<file path="src/rtl/over_if.sv">
// Keypad/umpire-to-scoreboard bundle for the over controller.
// The master drives the delivery inputs, and the slave (the controller) drives the innings outputs.
interface over_if #(
  parameter int OVER_W = 5
);
  logic              start_innings;
  logic              ball_bowled;
  logic              is_wide;
  logic              is_no_ball;
  logic              wicket;
  logic [2:0]        ball_in_over;
  logic [OVER_W-1:0] over_count;
  logic [3:0]        wickets;
  logic [7:0]        extras;
  logic              free_hit;
  logic              bowler_end;
  logic              over_done;
  logic              innings_done;
  logic              dropped;
  logic [1:0]        state;

  modport master (
    output start_innings, ball_bowled, is_wide, is_no_ball, wicket,
    input  ball_in_over, over_count, wickets, extras, free_hit,
           bowler_end, over_done, innings_done, dropped, state
  );

  modport slave (
    input  start_innings, ball_bowled, is_wide, is_no_ball, wicket,
    output ball_in_over, over_count, wickets, extras, free_hit,
           bowler_end, over_done, innings_done, dropped, state
  );
endinterface

</file>
<file path="src/rtl/over_controller.sv">
// Innings ball/over sequencer: qualifies deliveries, closes overs, times change-of-ends
// breaks and ends the innings on the over or wicket limit.
module over_controller #(
  parameter int BALLS_PER_OVER = 6,
  parameter int MAX_OVERS      = 20,
  parameter int MAX_WICKETS    = 10,
  parameter int BREAK_CYCLES   = 4,
  parameter int OVER_W         = 5
) (
  input logic  clk,
  input logic  reset,
  over_if.slave bus
);
  localparam logic [1:0] IDLE  = 2'd0;
  localparam logic [1:0] PLAY  = 2'd1;
  localparam logic [1:0] BREAK = 2'd2;
  localparam logic [1:0] DONE  = 2'd3;
  localparam int TIMER_W = $clog2(BREAK_CYCLES + 1);

  logic [1:0]         state_q;
  logic               ball_q;
  logic [TIMER_W-1:0] timer_q;
  logic [2:0]         ball_in_over_q;
  logic [OVER_W-1:0]  over_count_q;
  logic [3:0]         wickets_q;
  logic [7:0]         extras_q;
  logic               free_hit_q;
  logic               bowler_end_q;
  logic               over_done_q;
  logic               innings_done_q;
  logic               dropped_q;

  logic               dlv;
  logic               legal;
  logic               wk_inc;
  logic               close;
  logic               ends;
  logic [2:0]         ball_inc;
  logic [OVER_W-1:0]  over_nxt;
  logic [3:0]         wk_nxt;

  // Every limit test uses the post-delivery counts, so a wicket and the
  // over-closing ball that land together are both counted.
  always_comb begin
    dlv      = bus.ball_bowled & ~ball_q;
    legal    = ~bus.is_wide & ~bus.is_no_ball;
    wk_inc   = bus.wicket & ~free_hit_q;
    ball_inc = ball_in_over_q + {2'b00, legal};
    close    = legal & (ball_inc == 3'(BALLS_PER_OVER));
    over_nxt = over_count_q + {{(OVER_W-1){1'b0}}, close};
    wk_nxt   = wickets_q + {3'b000, wk_inc};
    ends     = (over_nxt == OVER_W'(MAX_OVERS)) | (wk_nxt == 4'(MAX_WICKETS));
  end

  always_ff @(posedge clk or negedge reset) begin
    if (!reset) begin
      state_q        <= IDLE;
      ball_q         <= 1'b0;
      timer_q        <= '0;
      ball_in_over_q <= '0;
      over_count_q   <= '0;
      wickets_q      <= '0;
      extras_q       <= '0;
      free_hit_q     <= 1'b0;
      bowler_end_q   <= 1'b0;
      over_done_q    <= 1'b0;
      innings_done_q <= 1'b0;
      dropped_q      <= 1'b0;
    end else begin
      ball_q         <= bus.ball_bowled;
      over_done_q    <= 1'b0;
      innings_done_q <= 1'b0;
      dropped_q      <= 1'b0;
      case (state_q)
        IDLE, DONE: begin
          if (dlv) dropped_q <= 1'b1;
          if (bus.start_innings) begin
            ball_in_over_q <= '0;
            over_count_q   <= '0;
            wickets_q      <= '0;
            extras_q       <= '0;
            free_hit_q     <= 1'b0;
            bowler_end_q   <= 1'b0;
            state_q        <= PLAY;
          end
        end
        PLAY: begin
          if (dlv) begin
            if (!legal && extras_q != '1) extras_q <= extras_q + 8'd1;
            // A wide takes precedence, so only an undisguised no-ball arms the free hit.
            if (bus.is_no_ball && !bus.is_wide) free_hit_q <= 1'b1;
            else if (legal)                     free_hit_q <= 1'b0;
            wickets_q    <= wk_nxt;
            over_count_q <= over_nxt;
            if (close) begin
              ball_in_over_q <= '0;
              bowler_end_q   <= ~bowler_end_q;
              over_done_q    <= 1'b1;
            end else begin
              ball_in_over_q <= ball_inc;
            end
            if (ends) begin
              state_q        <= DONE;
              innings_done_q <= 1'b1;
            end else if (close) begin
              state_q <= BREAK;
              timer_q <= TIMER_W'(BREAK_CYCLES);
            end
          end
        end
        BREAK: begin
          if (dlv) dropped_q <= 1'b1;
          // Leaving on the cycle the timer would hit zero keeps BREAK at BREAK_CYCLES cycles.
          if (timer_q <= TIMER_W'(1)) begin
            timer_q <= '0;
            state_q <= PLAY;
          end else begin
            timer_q <= timer_q - TIMER_W'(1);
          end
        end
      endcase
    end
  end

  assign bus.state        = state_q;
  assign bus.ball_in_over = ball_in_over_q;
  assign bus.over_count   = over_count_q;
  assign bus.wickets      = wickets_q;
  assign bus.extras       = extras_q;
  assign bus.free_hit     = free_hit_q;
  assign bus.bowler_end   = bowler_end_q;
  assign bus.over_done    = over_done_q;
  assign bus.innings_done = innings_done_q;
  assign bus.dropped      = dropped_q;
endmodule

</file>
<file path="src/flat_wrapper.sv">
// flat-port wrapper written by rule: the top's interface ports become plain ports
module over_controller_flat 
#(
  parameter int BALLS_PER_OVER = 6,
  parameter int MAX_OVERS      = 20,
  parameter int MAX_WICKETS    = 10,
  parameter int BREAK_CYCLES   = 4,
  parameter int OVER_W         = 5
)
  (clk, reset, bus_start_innings, bus_ball_bowled, bus_is_wide, bus_is_no_ball, bus_wicket, bus_ball_in_over, bus_over_count, bus_wickets, bus_extras, bus_free_hit, bus_bowler_end, bus_over_done, bus_innings_done, bus_dropped, bus_state);
  over_if #(.OVER_W(OVER_W)) bus_i ();
  input logic clk;
  input logic reset;
  input wire logic [$bits(bus_i.start_innings)-1:0] bus_start_innings;
  input wire logic [$bits(bus_i.ball_bowled)-1:0] bus_ball_bowled;
  input wire logic [$bits(bus_i.is_wide)-1:0] bus_is_wide;
  input wire logic [$bits(bus_i.is_no_ball)-1:0] bus_is_no_ball;
  input wire logic [$bits(bus_i.wicket)-1:0] bus_wicket;
  output wire logic [$bits(bus_i.ball_in_over)-1:0] bus_ball_in_over;
  output wire logic [$bits(bus_i.over_count)-1:0] bus_over_count;
  output wire logic [$bits(bus_i.wickets)-1:0] bus_wickets;
  output wire logic [$bits(bus_i.extras)-1:0] bus_extras;
  output wire logic [$bits(bus_i.free_hit)-1:0] bus_free_hit;
  output wire logic [$bits(bus_i.bowler_end)-1:0] bus_bowler_end;
  output wire logic [$bits(bus_i.over_done)-1:0] bus_over_done;
  output wire logic [$bits(bus_i.innings_done)-1:0] bus_innings_done;
  output wire logic [$bits(bus_i.dropped)-1:0] bus_dropped;
  output wire logic [$bits(bus_i.state)-1:0] bus_state;
  assign bus_i.start_innings = bus_start_innings;
  assign bus_i.ball_bowled = bus_ball_bowled;
  assign bus_i.is_wide = bus_is_wide;
  assign bus_i.is_no_ball = bus_is_no_ball;
  assign bus_i.wicket = bus_wicket;
  assign bus_ball_in_over = bus_i.ball_in_over;
  assign bus_over_count = bus_i.over_count;
  assign bus_wickets = bus_i.wickets;
  assign bus_extras = bus_i.extras;
  assign bus_free_hit = bus_i.free_hit;
  assign bus_bowler_end = bus_i.bowler_end;
  assign bus_over_done = bus_i.over_done;
  assign bus_innings_done = bus_i.innings_done;
  assign bus_dropped = bus_i.dropped;
  assign bus_state = bus_i.state;
  over_controller #(.BALLS_PER_OVER(BALLS_PER_OVER), .MAX_OVERS(MAX_OVERS), .MAX_WICKETS(MAX_WICKETS), .BREAK_CYCLES(BREAK_CYCLES), .OVER_W(OVER_W)) u_core (.clk(clk), .reset(reset), .bus(bus_i));
endmodule
</file>
<file path="config.mk">
export PLATFORM = sky130hd
export DESIGN_NAME = over_controller_flat
export DESIGN_NICKNAME = d
export VERILOG_FILES = /design/src/rtl/over_if.sv /design/src/rtl/over_controller.sv /design/src/flat_wrapper.sv
export SDC_FILE = /design/constraint.sdc
export NUM_CORES = 1
export LEC_CHECK = 0
export ABC_CLOCK_PERIOD_IN_PS = 9230
export CAP_MARGIN = 20
export CELL_PAD_IN_SITES_DETAIL_PLACEMENT = 1
export CELL_PAD_IN_SITES_GLOBAL_PLACEMENT = 1
export CORE_AREA = 2 2 66 74
export CTS_BUF_LIST = sky130_fd_sc_hd__clkbuf_4 sky130_fd_sc_hd__clkbuf_8 sky130_fd_sc_hd__clkbuf_16
export CTS_CLUSTER_DIAMETER = 60
export DETAILED_ROUTE_END_ITERATION = 6
export DIE_AREA = 0 0 68 76
export PLACE_DENSITY_LB_ADDON = 0.05
export SYNTH_ARGS = -nofsm -noshare
export SYNTH_HDL_FRONTEND = slang
export SYNTH_SLANG_ARGS = --single-unit
export TNS_END_PERCENT = 5
</file>
<file path="constraint.sdc">
create_clock -name clk -period 9.23 [get_ports clk]
set_clock_uncertainty 0.2 [all_clocks]
set_input_delay 1.846 -clock clk [delete_from_list [all_inputs] [get_ports clk]]
set_output_delay 1.846 -clock clk [all_outputs]
set_load 0.005 [all_outputs]
</file>
# [Word level (Yosys, flattened, before mapping)]
# Index checks and enable logic that the tools add are counted.
[totals] ff_bits=31 in_bits=7 output_inout_bits=27 word_cells=99
[op_classes] add_sub_neg=5 order_cmp=1 eq_ne=15 muxes=41 n_bitwise=10 n_reduce_logical=15
[op_table] cell="two-way mux 8 bit" n=3
[op_table] cell="two-way mux 3 bit" n=7
[op_table] cell="AND reduction 4 bit" n=5
[op_table] cell="case mux 8 bit (2 select lines)" n=1
[op_table] cell="two-way mux 1 bit" n=14
[op_table] cell="case mux 3 bit (2 select lines)" n=2
[op_table] cell="two-way mux 2 bit" n=5
[op_table] cell="two-way mux 5 bit" n=2
[op_table] cell="case mux 5 bit (2 select lines)" n=1
[op_table] cell="adder 8 x 1 -> 8 bit (second input constant)" n=1
[op_table] cell="two-way mux 4 bit" n=2
[op_table] cell="inequality test 2 x 1 -> 1 bit (second input constant)" n=4
[op_table] cell="inequality test 8 bit (second input constant)" n=1
[op_table] cell="case mux 4 bit (2 select lines)" n=1
[op_table] cell="inequality test 3 x 1 -> 1 bit (second input constant)" n=2
[op_table] cell="case mux 2 bit (3 select lines)" n=1
[op_table] cell="adder 5 x 1 -> 5 bit" n=1
[op_table] cell="== test 5 bit (second input constant)" n=1
[op_table] cell="inverter 1 bit" n=5
[op_table] cell="adder 4 x 1 -> 4 bit" n=1
[op_table] cell="bitwise AND 1 bit" n=4
[op_table] cell="== test 2 bit (second input constant)" n=2
[op_table] cell="== test 4 bit (second input constant)" n=1
[op_table] cell="inequality test 2 bit (second input constant)" n=2
[op_table] cell="other kinds (14)" n=18

# [Longest topological paths before layout]
# Gate-level depths: netlist (run 1).
[logic_depth] depth_word=11 ltp_mapped=13 depth_no_buf=13

# [Least setup slack after synthesis (run 1)]
# No wires, ideal clock.
[synth_path] path_type="input to register" start="input port bus_is_no_ball" end="register u_core.timer_q[0]" setup_time_ns=0.076 arrival_time_ns=4.151 t_required_ns=8.954 setup_slack_ns=4.802 stages=13 n_path_buf=0 cell_sequence="nor2_1 -> ha_1 -> ha_1 -> nor4b_1 -> nand2_1 -> inv_1 -> ha_1 -> ha_1 -> nand2b_1 -> a2111oi_4 -> a221oi_2 -> or2_1 -> o21ai_1"
[synth_via] elab_chain_cells=10 word_cells_on_any_way=11 cone_classes="add/sub: 2; eq/ne: 4; bitwise: 4; reduce/logical: 1"
[synth_lines] element="from (decl)" line="flat_wrapper.sv:17" source="input wire logic [$bits(bus_i.is_no_ball)-1:0] bus_is_no_ball;"
[synth_lines] element="inverter 1 bit (*)" line="over_controller.sv:46" source="legal = ~bus.is_wide & ~bus.is_no_ball;"
[synth_lines] element="bitwise AND 1 bit (*)" line="over_controller.sv:46"
[synth_lines] element="adder 3 x 1 -> 3 bit" line="over_controller.sv:48" source="ball_inc = ball_in_over_q + {2'b00, legal};"
[synth_lines] element="== test 3 bit" line="over_controller.sv:49" source="close = legal & (ball_inc == 3'(BALLS_PER_OVER));"
[synth_lines] element="bitwise AND 1 bit (*)" line="over_controller.sv:49"
[synth_lines] element="adder 5 x 1 -> 5 bit" line="over_controller.sv:50" source="over_nxt = over_count_q + {{(OVER_W-1){1'b0}}, close};"
[synth_lines] element="== test 5 bit" line="over_controller.sv:52" source="ends = (over_nxt == OVER_W'(MAX_OVERS)) | (wk_nxt == 4'(MAX_WICKETS));"
[synth_lines] element="bitwise OR 1 bit" line="over_controller.sv:52"
[synth_lines] element="inequality test 2 bit (no line)"
[synth_lines] element="AND reduction 4 bit (no line) (*)"
[synth_lines] element="to (signal assigned)" line="over_controller.sv:107" source="timer_q <= TIMER_W'(BREAK_CYCLES);"
[synth_lines] element="to (signal assigned)" line="over_controller.sv:118" source="timer_q <= timer_q - TIMER_W'(1);"
[synth_lines] element="to (decl)" line="over_controller.sv:22" source="logic [TIMER_W-1:0] timer_q;"
# Every way passes the cells marked *; elsewhere a longest branch is shown, timed or not.
# A chain may end at the register's enable or synchronous reset.

# [Worst setup path in the final report (run 1)]
[layout_path] start="input port bus_is_wide" end="register u_core.timer_q[0]"
[layout_via] elab_chain_cells=10 word_cells_on_any_way=11 cone_classes="add/sub: 2; eq/ne: 4; bitwise: 4; reduce/logical: 1"
[layout_lines] element="from (decl)" line="flat_wrapper.sv:16" source="input wire logic [$bits(bus_i.is_wide)-1:0] bus_is_wide;"
[layout_lines] element="inverter 1 bit (*)" line="over_controller.sv:46"
[layout_lines] element="bitwise AND 1 bit (*)" line="over_controller.sv:46"
[layout_lines] element="adder 3 x 1 -> 3 bit" line="over_controller.sv:48"
[layout_lines] element="== test 3 bit" line="over_controller.sv:49"
[layout_lines] element="bitwise AND 1 bit (*)" line="over_controller.sv:49"
[layout_lines] element="adder 5 x 1 -> 5 bit" line="over_controller.sv:50"
[layout_lines] element="== test 5 bit" line="over_controller.sv:52"
[layout_lines] element="bitwise OR 1 bit" line="over_controller.sv:52"
[layout_lines] element="inequality test 2 bit (no line)"
[layout_lines] element="AND reduction 4 bit (no line) (*)"
# Marked as above.

==> qor.csv, run 1 <==
metric,value,unit
outcome,"finished, final reports clean",
antenna_left,0,
p_int,0.337,mW
grt_usage,0.191,
finalCoreUtilization,0.499,
finalCritPeriodShare,0.555,
cts-buffers-inserted,5,
ys.flop_type,dfrtp_1,
synth_warnings,0,
grt_pass1_wl,7550,µm
die_w,68,µm
num_io_pins,34,
p_sw,0.211,mW
drtIter0Drc,59,
synth_top_area_cell,dfrtp_1,
clk_latency,0.28,ns
hold_path_class,reg2reg,
wl_per_cell,16.5,µm
antenna_found_initial,0,
num_rows,26,
synth_nets,200,
report.final.hold_viol_count,0,
cts_hold_buffers,0,
clockRootBuffer,clkbuf_8,
gr-total-overflow,0,
worstPathArrival,5.13,ns
async_flop_share,1.00,
crit_fanout,5,
drv_cap,0,
ys_types,42,
min_path_cells,2,
synth_area,1790,µm²
dieArea,5170,µm²
setup_viol_count_final,0,
post_cts_resized,0,
whs,0.304,ns
powerDensity,245,nW/µm²
cts_tree,built,
firstDrtPassIters,4,
h-tree-depth,2,
routed_wl,4480,µm
die_y,76,µm
drv_slew,0,
path_clk_slew,0.07,ns
regArea,776,µm²
total_power,0.548,mW
cts_setup_buffers,0,
hpwl,3260,µm
grt_start_max_net_pins,32,
multiInputGateArea,938,µm²
num-nets-final,235,
synth-seq-area-share,0.434,
post-route-min-period,5.12,ns
required,9.24,ns
vias,1489,
fin_ws,4.11,ns
synth-seq-cells,31,
drc,0,
antenna_cells,0,
syn-instance-count,182,
avgSynthCellArea,9.83,µm²
relSlewSlack,0.324,
p_seq_frac,0.375,
p_clk_frac,0.188,
critical_path_class,in2reg,
area_growth,25.2,%
synth-edff-count,0,
leakage,1.02,nW
core,4490,µm²
reg2reg_depth,12,
worst_pin_slew,1.01,ns
swShare,0.385,
start_util,0.399,
critPathLaunchType,input port,
port_buffers,33,
grt_setup_unrepaired,false,
fmax,195,MHz
ctsLongestPathBuffers,2,
dp_slack,3.84,ns
max-vdd-ir-drop,0.114,mV
clock-sinks,31,
pwr-share-comb,0.438,
layout-drive-gt1-share,0.0787,
drt-vias-per-instance,5.47,
synth_area_leaders,"dfrtp_1 43%, ha_1 7.7%, a22o_1 4.4%",
grt_pass1_vias,1546,
globalplace.congestion,0.814,
yosysTopAreaCellShare,0.434,
tns,0,ns
end_kind,register,
n_fill_cell,512,
-- worst paths after layout --
check	from	slack [ns]	to
min reg2reg	u_core.bus.wickets[0]	0.30	u_core.bus.wickets[0]
min	u_core.bus.wickets[0]	0.30	u_core.bus.wickets[0]
min in group asynchronous	reset	1.77	u_core.bus.over_count[1]
max reg2reg	u_core.bus.ball_in_over[0]	5.84	u_core.timer_q[0]
max	bus_is_wide	4.11	u_core.timer_q[0]
max in group asynchronous	reset	6.77	u_core.ball_q
-- placed cells by master (no fill, tap or decap), types with 2 or more instances in the layout --
| cell type | n |
|---|---|
| nand3_1 | 13 |
| dfrtp_1 | 31 |
| nand2_1 | 21 |
| a22o_1 | 9 |
| clkbuf_8 | 5 |
| inv_1 | 11 |
| nor3_1 | 2 |
| o21ai_1 | 2 |
| a21oi_1 | 2 |
| xor2_1 | 2 |
| clkdlybuf4s50_1 | 33 |
| o21ai_0 | 11 |
| nor2_1 | 18 |
| ha_1 | 11 |
| xnor2_1 | 7 |
| nand2b_1 | 6 |
| a2111oi_4 | 2 |
| nor2b_1 | 5 |
-- kinds of logic (layout without fill, tap and decap cells) --
| group | count (synthesis) | in the layout | share of synthesized area |
|---|---|---|---|
| AND/OR/NAND/NOR | 72 | 72 | 0.193 |
| AO/OA/AOI/OAI | 41 | 41 | 0.202 |
| flip-flops | 31 | 31 | 0.434 |
| buffers and inverters | 17 | 51 | 0.0420 |
| adder cells (fa/ha/maj) | 11 | 11 | 0.0769 |
| XOR/XNOR | 9 | 9 | 0.0441 |
| multiplexers | 1 | 1 | 0.00839 |
-- cell usage after synthesis (2+ instances only) --
| cell | count |
|---|---|
| o21ai_1 | 2 |
| inv_1 | 11 |
| clkbuf_1 | 2 |
| xor2_1 | 2 |
| nand2_1 | 21 |
| nand2b_1 | 6 |
| xnor2_1 | 7 |
| nor2b_1 | 5 |
| a2111oi_4 | 2 |
| a22o_1 | 9 |
| o21ai_0 | 11 |
| a21oi_1 | 2 |
| nand3_1 | 13 |
| nor2_1 | 18 |
| buf_2 | 3 |
| ha_1 | 11 |
| nor3_1 | 2 |
| dfrtp_1 | 31 |
-- final cells by class --
| type | instances | area share |
|---|---|---|
| inverter | 11 | 0.0184 |
| clock buffer | 6 | 0.0341 |
| tap | 56 | 0.0313 |
| timing repair buffer | 34 | 0.151 |
| sequential | 31 | 0.346 |
| multi-input combinational | 134 | 0.419 |
-- routing by layer --
metal	track usage	vias up	share of wire	routed length [µm]
met3	0.0487	6	0.035	155
met5	0	-	0	0
li1	-	700	-	-
met4	0.0540	0	0.012	55
met2	0.315	25	0.52	2320
met1	0.241	758	0.43	1940
-- through the flow --
stage	area [µm²]	std cells
6_report	2240	272
5_1_grt	2240	272
4_1_cts	2240	272
3_5_place_dp	2160	266
3_3_place_gp	2160	266
2_1_floorplan	1790	182
-- sequential cells by signal (all words and copies together), names as in the netlist --
signal	flops
u_core.timer_q	3
u_core.bus.over_count	5
u_core.bus.innings_done	1
u_core.bus.over_done	1
u_core.ball_q	1
u_core.bus.wickets	4
u_core.bus.state	2
u_core.bus.extras	8
u_core.bus.free_hit	1
u_core.bus.bowler_end	1
u_core.bus.dropped	1
u_core.bus.ball_in_over	3
-- worst max-delay path, cell delays in order --
cell and delay [ns]:
clkdlybuf4s50_1 0.51, nor2_1 0.09, ha_1 0.20, ha_1 0.29, nor4b_1 0.41, nand2_1 0.19
inv_1 0.13, ha_1 0.18, ha_1 0.18, nand2b_1 0.11, a2111oi_4 0.43, a221oi_2 0.16
or2_1 0.26, o21ai_1 0.13
-- power groups by stage --
stage	Sequential (mW)	Combinational, mW	Clock, mW
detailed placement	0.208	0.244	0
global route	0.212	0.267	0.115
global placement	0.205	0.233	0
finish	0.205	0.240	0.103
CTS	0.206	0.245	0.107
floorplan	0.203	0.148	0
Note: power is estimated with default switching activity, not from simulation.
==> inputs of run 2 (changes only) <==
--- a/config.mk
+++ b/config.mk
@@ -5,15 +5,15 @@
 export SDC_FILE = /design/constraint.sdc
 export NUM_CORES = 1
 export LEC_CHECK = 0
-export ABC_CLOCK_PERIOD_IN_PS = 9230
+export ABC_CLOCK_PERIOD_IN_PS = 4100
 export CAP_MARGIN = 20
 export CELL_PAD_IN_SITES_DETAIL_PLACEMENT = 1
 export CELL_PAD_IN_SITES_GLOBAL_PLACEMENT = 1
-export CORE_AREA = 2 2 66 74
+export CORE_AREA = 2 2 71 79
 export CTS_BUF_LIST = sky130_fd_sc_hd__clkbuf_4 sky130_fd_sc_hd__clkbuf_8 sky130_fd_sc_hd__clkbuf_16
 export CTS_CLUSTER_DIAMETER = 60
 export DETAILED_ROUTE_END_ITERATION = 6
-export DIE_AREA = 0 0 68 76
+export DIE_AREA = 0 0 73 81
 export PLACE_DENSITY_LB_ADDON = 0.05
 export SYNTH_ARGS = -nofsm -noshare
 export SYNTH_HDL_FRONTEND = slang
==> constraint.sdc (replaced) <==
create_clock -name clk -period 4.1 [get_ports clk]
set_clock_uncertainty 0.2 [all_clocks]
set_input_delay 0.82 -clock clk [delete_from_list [all_inputs] [get_ports clk]]
set_output_delay 0.82 -clock clk [all_outputs]
set_load 0.005 [all_outputs]
==> run 2 against run 1 <==
Die area grew 14%; sequential share of layout area shrank 1.6 points; count of clock-buffer cells in the layout is the same; combinational power grew 130%; first-iteration DRC count shrank 36%; clock power grew to 3.1 times the previous value; register-to-register slack lost 4.9 ns; global-route usage shrank 1.8 points; setup slack lost 3.8 ns; critical path depth grew 1; routed wire length grew 0.54%; non-clock buffer count grew 7.
==> qor.csv, run 2 (synthesized netlist as in run 1, its figures left out) <==
metric,value,unit,change
cts_hold_buffers,0,,unchanged
report.final.hold_viol_count,0,,unchanged
num_io_pins,34,,unchanged
leakage,1.08,nW,+5.4%
clock-sinks,31,,unchanged
largest_reg_flops,8,,unchanged
drtIter0Drc,38,,-36%
min_path_cells,2,,unchanged
n_fill_cell,614,,+20%
core,5220,µm²,+16%
max-vdd-ir-drop,0.294,mV,+160%
final_cell_mix,"33 x clkdlybuf4s50_1, 31 x dfrtp_1, 21 x nand2_1, 18 x nor2_1, 13 x nand3_1",,
layout_commonest_cell,clkdlybuf4s50_1,,
worst_pin_slew,0.640,ns,-0.373 ns
num_rows,28,,+7.7%
whs,0.310,ns,+0.00631 ns
ctsLongestPathBuffers,2,,unchanged
die_w,73,µm,+7.4%
h-tree-depth,2,,unchanged
drv_cap,0,,unchanged
relSlewSlack,0.573,,+0.249
critical_path_class,in2reg,,
grt_pass1_wl,7780,µm,+3.1%
r2r_slack,0.95,ns,-4.89 ns
hpwl,3360,µm,+2.9%
die_y,81,µm,+6.6%
critPathLaunchType,input port,,
globalplace.congestion,0.788,,-3.2%
reg2reg_depth,13,,+1
hold_path_class,reg2reg,,
antenna_cells,0,,unchanged
clockRootBuffer,clkbuf_8,,
drt-vias-per-instance,5.19,,-5.2%
setup_viol_count_final,0,,unchanged
grt_pass1_vias,1643,,+6.3%
clk_latency,0.29,ns,about the same
area_growth,31.0,%,
cts_setup_buffers,0,,unchanged
port_buffers,33,,unchanged
fmax,264,MHz,
cts_tree,built,,
post-route-min-period,3.78,ns,
firstDrtPassIters,3,,-1
dieArea,5910,µm²,+14%
crit_fanout,5,,unchanged
drv_slew,0,,unchanged
routed_wl,4500,µm,+0.54%
required,4.10,ns,-5.14 ns
grt_usage,0.172,,-0.0182
finalCoreUtilization,0.449,,-0.0497
num-nets-final,242,,+3.0%
antenna_found_initial,0,,unchanged
drc,0,,unchanged
gr-total-overflow,0,,unchanged
layout-drive-gt1-share,0.120,,+0.0413
antenna_left,0,,unchanged
design_area,2340,µm²,+4.7%
vias,1479,,-0.67%
powerDensity,571,nW/µm²,+130%
cts-buffers-inserted,5,,unchanged
worstPathArrival,3.79,ns,-1.34 ns
wl_per_cell,15.8,µm,-4.0%
dpl_cell_area,2220,µm²,+2.7%
finalCritPeriodShare,0.923,,
grt_start_max_net_pins,32,,unchanged
end_kind,register,,
path_clk_slew,0.07,ns,about the same
outcome,"finished, final reports clean",,
grt_setup_unrepaired,false,,
start_util,0.343,,-0.0558
## run 2: repair_timing
item	CTS	global route
endpoints found under the setup margin	0	4
resized for setup	0	1
endpoints found under the hold margin	0	0
## run 2: final cells by class
| class | instances | area, µm² | share of cell area |
|---|---|---|---|
| Multi-Input combinational cell | 134 | 945 | 0.403 |
| Sequential cell | 31 | 776 | 0.331 |
| Timing Repair Buffer | 41 | 390 | 0.166 |
| Clock buffer | 6 | 82.6 | 0.0352 |
| Tap cell | 60 | 75.1 | 0.0320 |
| Inverter | 11 | 41.3 | 0.0176 |
| Clock inverter | 2 | 35.0 | 0.0149 |
## run 2: stage by stage
step           worst slack [ns]  instances  setup TNS, ns  power, mW
2_1_floorplan             0.698        182              0      0.790
3_3_place_gp             0.0691        277              0       1.01
3_5_place_dp            -0.0975        277         -0.275       1.03
4_1_cts                   0.195        285              0       1.36
5_1_grt                  0.0780        285              0       1.45
6_report                  0.316        285              0       1.34
## run 2: final timing paths
check / startpoint / to
worst max-delay path: bus_is_no_ball / u_core.timer_q[1]
worst min-delay path: u_core.bus.wickets[0] / u_core.bus.wickets[0]
worst max register to register: u_core.bus.ball_in_over[0] / u_core.timer_q[1]
worst min register to register: u_core.bus.wickets[0] / u_core.bus.wickets[0]
max in group asynchronous: reset / u_core.bus.extras[5]
min in group asynchronous: reset / u_core.bus.over_count[2]
## run 2: critical path: stages
cell	delay [ns]
clkdlybuf4s50_1	0.42
nor2_1	0.19
ha_1	0.19
ha_1	0.23
nor4b_2	0.17
buf_4	0.13
nand2_1	0.07
inv_1	0.06
ha_1	0.19
ha_1	0.21
nand2b_1	0.19
a2111oi_4	0.38
a221oi_2	0.16
or2_1	0.26
o21ai_1	0.13
## run 2: per-layer routing
layer | share of wire | GRT usage | routed length, µm
met1 | 0.45 | 0.212 | 2040
met4 | 0.015 | 0.0611 | 68
met2 | 0.50 | 0.291 | 2240
met3 | 0.032 | 0.0434 | 145
met5 | 0 | 0 | 0
## run 2: where the power goes
group	switching, mW	internal (mW)	total [mW]
clock	0.119	0.197	0.315
combinational	0.287	0.273	0.560
sequential	0.0842	0.378	0.462
total	0.490	0.848	1.34
==> inputs of run 3 (changes only) <==
--- a/config.mk
+++ b/config.mk
@@ -5,15 +5,15 @@
 export SDC_FILE = /design/constraint.sdc
 export NUM_CORES = 1
 export LEC_CHECK = 0
-export ABC_CLOCK_PERIOD_IN_PS = 4100
+export ABC_CLOCK_PERIOD_IN_PS = 4350
 export CAP_MARGIN = 20
 export CELL_PAD_IN_SITES_DETAIL_PLACEMENT = 1
 export CELL_PAD_IN_SITES_GLOBAL_PLACEMENT = 1
-export CORE_AREA = 2 2 71 79
+export CORE_AREA = 2 2 68 77
 export CTS_BUF_LIST = sky130_fd_sc_hd__clkbuf_4 sky130_fd_sc_hd__clkbuf_8 sky130_fd_sc_hd__clkbuf_16
 export CTS_CLUSTER_DIAMETER = 60
 export DETAILED_ROUTE_END_ITERATION = 6
-export DIE_AREA = 0 0 73 81
+export DIE_AREA = 0 0 70 79
 export PLACE_DENSITY_LB_ADDON = 0.05
 export SYNTH_ARGS = -nofsm -noshare
 export SYNTH_HDL_FRONTEND = slang
==> constraint.sdc (replaced) <==
create_clock -name clk -period 4.35 [get_ports clk]
set_clock_uncertainty 0.2 [all_clocks]
set_input_delay 0.87 -clock clk [delete_from_list [all_inputs] [get_ports clk]]
set_output_delay 0.87 -clock clk [all_outputs]
set_load 0.005 [all_outputs]
==> run 3 against run 2 <==
Sequential cell count unchanged; total power decreased by 12%; sequential power decreased by 6.5%; critical path type unchanged; global-route usage about the same; worst hold slack got worse by 0.0073 ns; cell count decreased by 2.1%; setup slack improved by 0.11 ns; design area decreased by 2.8%; non-clock buffer count decreased by 4; die area decreased by 6.5%.
==> qor.csv, run 3 (synthesized netlist as in run 1, its figures left out) <==
metric,value,unit,change
routed_wl,4340,µm,-3.6%
end_kind,register,,
layout_commonest_cell,clkdlybuf4s50_1,,
fin_ws,0.428,ns,+0.112 ns
crit_fanout,5,,unchanged
cts_tree,built,,
clockRootBuffer,clkbuf_8,,
wl_per_cell,15.6,µm,-1.5%
report.final.hold_viol_count,0,,unchanged
relSlewSlack,0.578,,+0.00427
critPathLaunchType,input port,,
core,4800,µm²,-8.1%
total_power,1.18,mW,-12%
drtIter0Drc,36,,-5.3%
grt_pass1_wl,7540,µm,-3.1%
num-nets-final,238,,-1.7%
worstPathArrival,3.93,ns,+0.14 ns
hpwl,3240,µm,-3.5%
vias,1476,,-0.20%
antenna_left,0,,unchanged
dieArea,5530,µm²,-6.5%
antenna_found_initial,0,,unchanged
path_clk_slew,0.07,ns,about the same
setup_viol_count_final,0,,unchanged
layout-drive-gt1-share,0.104,,-0.0159
h-tree-depth,2,,unchanged
critical_path_class,in2reg,,
firstDrtPassIters,4,,+1
dp_slack,-0.0415,ns,+0.0559 ns
required,4.36,ns,+0.26 ns
drv_slew,0,,unchanged
cts_hold_buffers,0,,unchanged
port_buffers,33,,unchanged
clock-sinks,31,,unchanged
grt_setup_unrepaired,false,,
leakage,1.04,nW,-3.1%
drc,0,,unchanged
worst_pin_slew,0.634,ns,-0.00640 ns
finalCoreUtilization,0.475,,+0.0258
gr-total-overflow,0,,unchanged
antenna_cells,0,,unchanged
hold_path_class,reg2reg,,
outcome,"finished, final reports clean",,
die_y,79,µm,-2.5%
cts-buffers-inserted,5,,unchanged
powerDensity,519,nW/µm²,-9.0%
drv_cap,0,,unchanged
max-vdd-ir-drop,0.286,mV,-2.5%
area_growth,27.3,%,
final_cell_mix,"33 x clkdlybuf4s50_1, 31 x dfrtp_1, 21 x nand2_1, 18 x nor2_1, 13 x nand3_1",,
finalCritPeriodShare,0.902,,
post-route-min-period,3.92,ns,
grt_usage,0.172,,-0.000253
num_rows,27,,-3.6%
drt-vias-per-instance,5.29,,+1.9%
grt_start_max_net_pins,32,,unchanged
ctsLongestPathBuffers,2,,unchanged
die_w,70,µm,-4.1%
num_io_pins,34,,unchanged
fmax,255,MHz,
globalplace.congestion,0.790,,+0.27%
clk_latency,0.28,ns,about the same
largest_reg_flops,8,,unchanged
start_util,0.373,,+0.0302
grt_pass1_vias,1604,,-2.4%
run 3: metal layers:
metal | share of wire | vias up | routed length, µm | GRT usage
met5 | 0 | - | 0 | 0
met4 | 0.0067 | 0 | 29 | 0.0423
met3 | 0.033 | 2 | 142 | 0.0406
met2 | 0.51 | 26 | 2230 | 0.309
met1 | 0.45 | 738 | 1940 | 0.208
li1 | - | 710 | - | -
run 3: power by group:
| group | internal, mW | switching [mW] | total, mW |
|---|---|---|---|
| combinational | 0.258 | 0.272 | 0.530 |
| sequential | 0.356 | 0.0755 | 0.432 |
| clock | 0.109 | 0.112 | 0.221 |
run 3: final cells by class:
cell class | count | area (µm²)
fill | 564 | 2520
multi-input combinational | 134 | 945
sequential | 31 | 776
timing repair buffer | 37 | 360
tap | 58 | 72.6
clock buffer | 5 | 68.8
inverter | 11 | 41.3
clock inverter | 3 | 15.0
run 3: what timing repair did:
| item | in CTS | in global routing |
|---|---|---|
| buffers inserted | 0 | 0 |
| setup endpoints to repair | 0 | 4 |
| gates resized for setup | 0 | 1 |
run 3: worst paths after layout:
kind	cells past startpoint	end	slack, ns	startpoint
worst max-delay path	14	u_core.timer_q[0]	0.43	bus_is_wide
worst min-delay path	2	u_core.bus.wickets[0]	0.30	u_core.bus.wickets[0]
worst max register to register	12	u_core.timer_q[0]	1.23	u_core.bus.ball_in_over[0]
worst min register to register	2	u_core.bus.wickets[0]	0.30	u_core.bus.wickets[0]
max in group asynchronous	2	u_core.bus.ball_in_over[0]	2.87	reset
min in group asynchronous	2	u_core.bus.over_count[2]	0.79	reset
run 3: per-stage QoR:
step                area, µm²  cells  hold slack (ns)  setup TNS, ns
finish                   2280    279            0.303              0
global route             2280    279            0.365              0
CTS                      2270    279            0.310              0
detailed placement       2190    271            0.296        -0.0760
global placement         2190    271            0.284              0
floorplan                1790    182            0.272              0
run 3: worst max-delay path: stages:
cell and delay, ns:
clkdlybuf4s50_1 0.53, nor2_1 0.09, ha_1 0.19, ha_1 0.29, nor4b_2 0.29, nand2_1 0.12, inv_1 0.10, ha_1 0.17
ha_1 0.18, nand2b_1 0.11, a2111oi_4 0.43, a221oi_2 0.18, or2_1 0.25, o21ai_1 0.12
